`config.mk`:
```
export PLATFORM = sky130hd
export DESIGN_NAME = booth_seq_mult
export DESIGN_NICKNAME = d
export VERILOG_FILES = /design/src/rtl/fmac_pkg.sv /design/src/rtl/booth_radix4_enc.sv /design/src/rtl/booth_seq_mult.sv
export SDC_FILE = /design/constraint.sdc
export NUM_CORES = 1
export LEC_CHECK = 0
export CORE_UTILIZATION = 35
export DETAILED_ROUTE_END_ITERATION = 8
export HOLD_SLACK_MARGIN = 0.15
export PLACE_DENSITY = 0.61
export SLEW_MARGIN = 15
export SYNTH_ARGS = -nofsm -noshare
export SYNTH_HDL_FRONTEND = slang
export SYNTH_SLANG_ARGS = --single-unit
```
`constraint.sdc`:
```
create_clock -name clk -period 7.45 [get_ports clk]
set_input_delay 1.8625 -clock clk [delete_from_list [all_inputs] [get_ports clk]]
set_output_delay 1.8625 -clock clk [all_outputs]
set_load 0.02 [all_outputs]
```
`src/rtl/fmac_pkg.sv`:
```
// Shared types and helpers for the FMAC multiply front end.
// Holds the Booth digit action, the sequencer states and the digit-count helpers.
package fmac_pkg;

  typedef struct packed {
    logic neg;
    logic two;
    logic one;
  } booth_act_t;

  typedef enum logic [1:0] {
    IDLE = 2'd0,
    BUSY = 2'd1,
    DONE = 2'd2
  } state_t;

  // Unsigned operands need one extra digit to cover the zero-extended top bits.
  function automatic int booth_digits(input int width, input logic is_signed);
    return is_signed ? width / 2 : width / 2 + 1;
  endfunction

  function automatic int ceil_div(input int n, input int d);
    return (n + d - 1) / d;
  endfunction

endpackage

```
`src/rtl/booth_radix4_enc.sv`:
```
// Radix-4 Booth recoder: one 3-bit multiplier triplet to a {neg, two, one} action.
// Purely combinational, zero latency, no flow control.
module booth_radix4_enc
  import fmac_pkg::*;
(
  input  logic [2:0]  trip,
  output booth_act_t  act
);

  assign act.one = trip[1] ^ trip[0];
  assign act.two = (~trip[2] & trip[1] & trip[0]) | (trip[2] & ~trip[1] & ~trip[0]);
  assign act.neg = trip[2];

endmodule

```
`src/rtl/booth_seq_mult.sv`:
```
// Iterative radix-4 Booth multiplier, DPC digits per clock, exact 2*WIDTH-bit product.
// Result valid ceil(D/DPC) edges after accept; holds in DONE (in_ready=0) until out_ready.
module booth_seq_mult
  import fmac_pkg::*;
#(
  parameter int WIDTH = 16,
  parameter int DPC   = 1
) (
  input  logic                 clk,
  input  logic                 rst_n,
  input  logic                 in_valid,
  output logic                 in_ready,
  input  logic                 in_signed,
  input  logic [WIDTH-1:0]     in_a,
  input  logic [WIDTH-1:0]     in_b,
  output logic                 out_valid,
  input  logic                 out_ready,
  output logic [2*WIDTH-1:0]   out_p
);

  localparam int AW   = 2 * WIDTH + 2;
  localparam int CMAX = ceil_div(booth_digits(WIDTH, 1'b0), DPC);
  localparam int BW   = 2 * CMAX * DPC;
  localparam int CW   = $clog2(CMAX * DPC + 1);

  state_t               state_q, state_d;
  logic                 sgn_q;
  logic [AW-1:0]        mcand_q;
  logic [BW:0]          bx_q;
  logic [AW-1:0]        acc_q, acc_d;
  logic [CW-1:0]        cnt_q;
  logic [2*WIDTH-1:0]   p_q;
  logic                 last_grp;
  logic                 accept;
  logic [AW-1:0]        pp [DPC];

  assign accept   = in_valid && in_ready;
  assign last_grp = (int'(cnt_q) + DPC) >= booth_digits(WIDTH, sgn_q);

  // mcand_q already carries the 2*cnt shift; only the in-group offset 2*j is applied here.
  for (genvar j = 0; j < DPC; j++) begin : g_digit
    logic [2:0]    trip;
    booth_act_t    act;
    logic [AW-1:0] mag;

    assign trip = 3'(bx_q >> (2 * (int'(cnt_q) + j)));

    booth_radix4_enc u_enc (
      .trip (trip),
      .act  (act)
    );

    assign mag   = act.one ? mcand_q : (act.two ? (mcand_q << 1) : '0);
    assign pp[j] = ((act.neg && (|mag)) ? (~mag + 1'b1) : mag) << (2 * j);
  end

  always_comb begin
    acc_d = acc_q;
    for (int j = 0; j < DPC; j++) begin
      acc_d = acc_d + pp[j];
    end
  end

  always_ff @(posedge clk or negedge rst_n) begin
    if (!rst_n) begin
      state_q <= IDLE;
    end else begin
      state_q <= state_d;
    end
  end

  always_comb begin
    state_d = state_q;
    unique case (state_q)
      IDLE:    if (in_valid) state_d = BUSY;
      BUSY:    if (last_grp) state_d = DONE;
      DONE:    if (out_ready) state_d = IDLE;
      default: state_d = IDLE;
    endcase
  end

  assign in_ready  = (state_q == IDLE);
  assign out_valid = (state_q == DONE);
  assign out_p     = p_q;

  // b is extended past its sign so trailing digits of a partial last group recode to zero.
  always_ff @(posedge clk or negedge rst_n) begin
    if (!rst_n) begin
      sgn_q   <= 1'b0;
      mcand_q <= '0;
      bx_q    <= '0;
      acc_q   <= '0;
      cnt_q   <= '0;
      p_q     <= '0;
    end else if (accept) begin
      sgn_q   <= in_signed;
      mcand_q <= {{(AW - WIDTH){in_signed & in_a[WIDTH-1]}}, in_a};
      bx_q    <= {{(BW - WIDTH){in_signed & in_b[WIDTH-1]}}, in_b, 1'b0};
      acc_q   <= '0;
      cnt_q   <= '0;
    end else if (state_q == BUSY) begin
      acc_q   <= acc_d;
      cnt_q   <= cnt_q + CW'(DPC);
      mcand_q <= mcand_q << (2 * DPC);
      if (last_grp) begin
        p_q <= acc_d[2*WIDTH-1:0];
      end
    end
  end

endmodule

```
**Word level (Yosys, flattened, before mapping)**

Cells that the tools add are included.
Widths: inputs -> output; s select.

- Register bits after elaboration: 124
- Input bits: 37
- Word-level logic and storage cells: 52

- Add/sub/neg operators: 4
- $lt $le $gt $ge: 1
- Equal/unequal tests: 5
- Shift operators: 1
- Multiplexer cells: 14
- Bitwise gates (word level): 13
- Reductions and logical operators: 7

Operator list:

| kind | count |
|---|---|
| $mux 34 | 7 |
| $add 34x1->34 const B | 1 |
| $add 34x34->34 | 1 |
| $not 34->34 | 1 |
| $reduce_or 34->1 | 1 |
| $shr 19x5->3 | 1 |
| $mux 4 | 2 |
| $and 1x1->1 | 6 |
| $mux 2 | 3 |
| $pmux 2 s3 | 1 |
| $reduce_and 3->1 | 2 |
| $add 4x1->5 const B | 1 |
| $ge 5x4->1 | 1 |
| $add 4x1->4 const B | 1 |
| $ne 2x2->1 const B | 2 |
| $not 1->1 | 4 |
| $eq 2x1->1 const B | 1 |
| $eq 2x2->1 const B | 1 |
| $logic_and 1x1->1 | 2 |
| $logic_not 2->1 | 1 |
| $ne 2x1->1 const B | 1 |
| $reduce_bool 2->1 | 1 |
| $mux 1 | 1 |
| $or 1x1->1 | 1 |
| $xor 1x1->1 | 1 |

**Logic depth before layout (Yosys ltp)**

- Depth in word-level cells: 13
- Mapped depth: 33
- Mapped depth without buffers: 27

**Cells and area by module**

Synthesis repeated with hierarchy kept, for this count alone.

- Cell total of the unflattened synthesis: 968
- Area, all modules: 8,074.0 um^2

Modules (own cells, without submodules):

| module | instances | cells each | area each (um^2) | seq. area each (um^2) |
|---|---|---|---|---|
| booth_seq_mult | 1 | 963 | 8,041.5 | 3,052.9 |
| booth_radix4_enc | 1 | 5 | 32.5 | 0.0 |

**Worst setup path before layout**

No wires, ideal clock.

- Kind: flip-flop to flip-flop
- From: register cnt_q[1]
- To: register acc_q[29]
- Setup time: 0.133 ns
- Data arrival time: 6.274 ns
- Required time: 7.317 ns
- Setup slack: 1.042 ns
- Stages on the path, launching flop included: 34
- Buffers on the path: 7
- Cells stage by stage: dfrtp_1 buf_6 mux2i_1 mux4_2 o21ai_4 xor2_1 buf_6 buf_12 buf_2 buf_1 clkbuf_1 nand2_1 ha_1 and4_1 nand2_2 nor2_8 a31oi_4 buf_6 o21ai_1 a32oi_1 nand2_1 ha_1 a2111oi_0 o21ai_0 a31oi_1 o21ai_0 o211ai_1 nor2_1 o21a_1 or3_1 nand3_1 and3b_1 xor2_1 o21ai_0

- Word-level cells in the longest chain between the ends: 13

RTL lines:

| item | line | source |
|---|---|---|
| start, declared | booth_seq_mult.sv:31 | `logic [CW-1:0] cnt_q;` |
| start signal, assigned | booth_seq_mult.sv:103 | `cnt_q <= cnt_q + CW'(DPC);` |
| $shr 19x5->3 * | booth_seq_mult.sv:46 | `assign trip = 3'(bx_q >> (2 * (int'(cnt_q) + j)));` |
| $not 1->1 | booth_radix4_enc.sv:11 | `assign act.two = (~trip[2] & trip[1] & trip[0]) \| (trip[2] & ~trip[1] & ~trip[0]);` |
| $and 1x1->1 (2 in a row) | booth_radix4_enc.sv:11 |  |
| $or 1x1->1 | booth_radix4_enc.sv:11 |  |
| $mux 34 (2 in a row) | booth_seq_mult.sv:53 | `assign mag = act.one ? mcand_q : (act.two ? (mcand_q << 1) : '0);` |
| $not 34->34 / $reduce_or 34->1 (equally long branches) | booth_seq_mult.sv:54 | `assign pp[j] = ((act.neg && (\|mag)) ? (~mag + 1'b1) : mag) << (2 * j);` |
| $add 34x1->34 / $logic_and 1x1->1 (equally long branches) | booth_seq_mult.sv:54 |  |
| $mux 34 * | booth_seq_mult.sv:54 |  |
| $add 34x34->34 * | booth_seq_mult.sv:60 | `acc_d = acc_d + pp[j];` |
| $mux 34 * | booth_seq_mult.sv:101 | `end else if (state_q == BUSY) begin` |
| $mux 34 * | booth_seq_mult.sv:95 | `end else if (accept) begin` |
| end signal, assigned | booth_seq_mult.sv:92 | `acc_q <= '0;` |
| end signal, assigned | booth_seq_mult.sv:99 | `acc_q <= '0;` |
| end signal, assigned | booth_seq_mult.sv:102 | `acc_q <= acc_d;` |
| end, declared | booth_seq_mult.sv:30 | `logic [AW-1:0] acc_q, acc_d;` |

Mark *: on every way between the ends. The rest lies on a longest branch, timed or not. The select of a mux whose other input is x is not followed.
A chain may end at the register's enable or synchronous reset.

**Final worst setup path**

- From: register cnt_q[1]
- To: register p_q[29] (netlist: out_p[29])

- Word-level cells in the longest chain between the ends: 11

RTL lines:

| item | line | source |
|---|---|---|
| $shr 19x5->3 | booth_seq_mult.sv:46 |  |
| $not 1->1 | booth_radix4_enc.sv:11 |  |
| $and 1x1->1 (2 in a row) | booth_radix4_enc.sv:11 |  |
| $or 1x1->1 | booth_radix4_enc.sv:11 |  |
| $mux 34 (2 in a row) | booth_seq_mult.sv:53 |  |
| $not 34->34 / $reduce_or 34->1 (equally long branches) | booth_seq_mult.sv:54 |  |
| $add 34x1->34 / $logic_and 1x1->1 (equally long branches) | booth_seq_mult.sv:54 |  |
| $mux 34 | booth_seq_mult.sv:54 |  |
| $add 34x34->34 | booth_seq_mult.sv:60 |  |
| end signal, assigned | booth_seq_mult.sv:106 | `p_q <= acc_d[2*WIDTH-1:0];` |
| end, declared | booth_seq_mult.sv:32 | `logic [2*WIDTH-1:0] p_q;` |

Parallel ways exist; a longest one is shown, timed or not.

==> impl_metrics.py <==
metrics = {
    "outcome": {
        "status": "completed",
    },
    "yosys": {
        "synth_top_area_share_pct": 37.6,
        "async_flop_share_pct": 100,
        "synth-main-ff-cell": "dfrtp_1",
        "synth_nets": 984,
        "yosys_register_bits": 122,
        "syn_inst": 910,
        "post-synth-top-area-cell": "dfrtp_1",
        "synthDistinctLibCells": 81,
        "synth-edff-count": 0,
        "synth.area.top_cells": "dfrtp_1 38%, nand2_1 8.0%, ha_1 5.6%, o21ai_0 5.1%, nand3_1 4.3%",
        "syn_area_per_cell_sq_um": 8.92,
        "yosysWarningCount": 0,
        "syn-cell-area_sq_um": 8120,
        "ys_seq_area_share_pct": 37.6,
    },
    "grt": {
        "grt_pass1_wl_mm": 33.5,
        "grt_pass1_vias": 6359,
        "antenna_found_initial": 0,
        "grt_max_degree": 71,
        "grt_use_total_pct": 17.8,
        "grt_overflow": 0,
    },
    "timing": {
        "clock.fmax_ghz": 0.146,
        "maxSlewViolCount": 0,
        "setup_tns_ns": 0,
        "slew_headroom_pct": 34.1,
        "rsz0062_at_grt": "false",
        "finalSetupViolations": 0,
        "hold_viol_final": 0,
        "worst_pin_slew_ns": 0.985,
        "period_minus_slack_ns": 6.84,
        "skew_ns": 0.0117,
        "fin_crit_sh_pct": 91.8,
    },
    "min_path": {
        "hp-start": "out_p[20]$_DFFE_PN0P_",
        "min_path_cells": 2,
        "hold-path-endpoint": "out_p[20]$_DFFE_PN0P_",
        "min_path_type": "reg2reg",
    },
    "setup_path": {
        "r2r-end": "out_p[29]$_DFFE_PN0P_",
        "ff2ff_setup_slack_ns": 0.61,
        "cp-end-kind": "register",
        "r2r-start": "cnt_q[1]$_DFFE_PN0P_",
        "crit_path_max_fanout": 34,
        "cp_data_required_time_ns": 7.72,
        "critical_path_class": "reg2reg",
        "arrival_ns": 7.11,
        "reg2reg_depth": 25,
        "worstSetupStartpointType": "register",
    },
    "floorplan": {
        "io_pins": 71,
        "die_y_microns": 154,
        "core_sq_um": 22700,
        "start_util_pct": 35.7,
        "num_rows": 55,
        "die_area_sq_um": 23800,
        "fp.dieW_microns": 154,
    },
    "placed_design": {
        "port-buffer-count": 70,
        "routabilityCongestion": 0.865,
        "place_hpwl_mm": 14.3,
    },
    "cts": {
        "cts-root-buf": "clkbuf_16",
        "cts_buffer_depth": 2,
        "clock_latency_ns": 0.43,
        "cts_tree": "built",
        "holdBufCountCts": 0,
        "clkTransAtPathRegs_ns": 0.06,
        "clock_sinks": 122,
        "cts_buffers": 17,
        "htree_num_levels": 4,
        "cts_setup_buffers": 0,
    },
    "route": {
        "drc_errors": 0,
        "firstDrtPassIters": 5,
        "avgViaCountPerCell": 5.39,
        "routedWlPerCell_microns": 16.1,
        "via_count": 6746,
        "routed_wl_mm": 20.2,
        "drtIter0Drc": 402,
        "ant_nets": 0,
    },
    "final_layout": {
        "fin_nets": 1028,
        "drive_gt1_share_pct": 10.2,
        "num-fill-cells": 2257,
        "final_cell_mix": "172 x nand2_1, 121 x dfrtp_1, 83 x o21ai_0",
        "syn_to_final_growth_pct": 18.3,
        "final_common_cell": "nand2_1",
        "diodes": 0,
    },
    "run": {
        "drv_cap": 0,
    },
}
==> cell families after synthesis <==
logic type / Yosys count / share of synthesized area (%)
buffers and inverters: 70 / 4.18
multiplexers: 25 / 3.90
adder cells (fa/ha/maj): 37 / 5.80
AND/OR/NAND/NOR: 339 / 20.0
AO/OA/AOI/OAI: 260 / 22.4
XOR/XNOR: 57 / 6.15
flip-flops: 122 / 37.6
==> worst max-delay path: stages, from the launching register on <==
cell       delay [ns]
dfrtp_1          0.60
mux2i_1          0.14
mux4_2           0.54
o21ai_4          0.28
xor2_2           0.23
buf_4            0.35
mux2_1           0.38
nor4_2           0.15
o21ai_1          0.10
a221oi_2         0.31
a31oi_4          0.33
and2_1           0.28
xnor2_1          0.13
ha_1             0.33
a2111oi_0        0.39
o21ai_0          0.23
a31oi_1          0.40
o21ai_0          0.13
o211ai_1         0.17
nor2_1           0.07
o21a_1           0.20
or3_1            0.38
nand3_1          0.10
and3b_1          0.17
xor2_1           0.18
o21ai_0          0.09
==> what timing repair did <==
item | 4_1_cts | 5_1_grt
setup endpoints to repair | 0 | 3
endpoints found under the hold margin | 0 | 0
gates resized for setup | 0 | 1
==> area by class of cell <==
class                           instances  area [sq um]  share of cell area (%)
Multi-Input combinational cell        718          4750                    49.4
Tap cell                              285           357                    3.71
Clock inverter                         15           190                    1.98
Timing Repair Buffer                   80           773                    8.05
Inverter                               15          56.3                   0.586
Clock buffer                           17           425                    4.43
Sequential cell                       122          3050                    31.8
==> stage by stage <==
step | std cells | cell area [sq um] | hold slack (ns) | utilization, % | worst slack [ns]
floorplan | 910 | 8120 | 0.440 | - | 1.04
global placement | 1220 | 8990 | 0.465 | 39.6 | 0.808
detailed placement | 1220 | 8990 | 0.469 | 39.6 | 0.524
CTS | 1252 | 9600 | 0.482 | 42.3 | 0.509
global route | 1252 | 9600 | 0.511 | 42.3 | 0.0829
finish | 1252 | 9600 | 0.472 | 42.3 | 0.610
==> flip-flops by register name, summed over array words and instances, names as in the netlist <==
signal,flops
state_q,2
sgn_q,1
cnt_q,4
bx_q,17
out_p,32
mcand_q,34
acc_q,32
==> cells in the mapped netlist (all sizes together) (8+ instances only) <==
| cell | count |
|---|---|
| nor2b | 9 |
| nand3 | 71 |
| nor2 | 31 |
| buf | 16 |
| nand2b | 14 |
| nand2 | 176 |
| xor2 | 30 |
| inv | 15 |
| mux2 | 13 |
| clkbuf | 39 |
| a22oi | 36 |
| ha | 36 |
| a21o | 26 |
| dfrtp | 122 |
| a21oi | 26 |
| xnor2 | 27 |
| a22o | 25 |
| o21ai | 94 |
| mux2i | 8 |
==> worst max-delay path by stage <==
stage,start,end,cells after the start
6_report,cnt_q[1]$_DFFE_PN0P_,out_p[29]$_DFFE_PN0P_,25
3_5_place_dp,cnt_q[0]$_DFFE_PN0P_,out_p[29]$_DFFE_PN0P_,25
2_1_floorplan,cnt_q[1]$_DFFE_PN0P_,acc_q[29]$_DFFE_PN0P_,33
3_3_place_gp,cnt_q[0]$_DFFE_PN0P_,out_p[29]$_DFFE_PN0P_,25
4_1_cts,cnt_q[0]$_DFFE_PN0P_,out_p[29]$_DFFE_PN0P_,25
5_1_grt,cnt_q[1]$_DFFE_PN0P_,acc_q[29]$_DFFE_PN0P_,25
==> layer usage <==
metal,wire [microns],vias to the layer above,global-route usage (%)
met2,8810,172,26.6
met4,299,0,5.42
li1,-,3361,-
met5,0,-,0
met1,10200,3190,26.2
met3,877,23,3.05
Power is left out: the tool's default activity adds up to more than one toggle a clock period on the data nets, which glitch-free logic cannot reach.
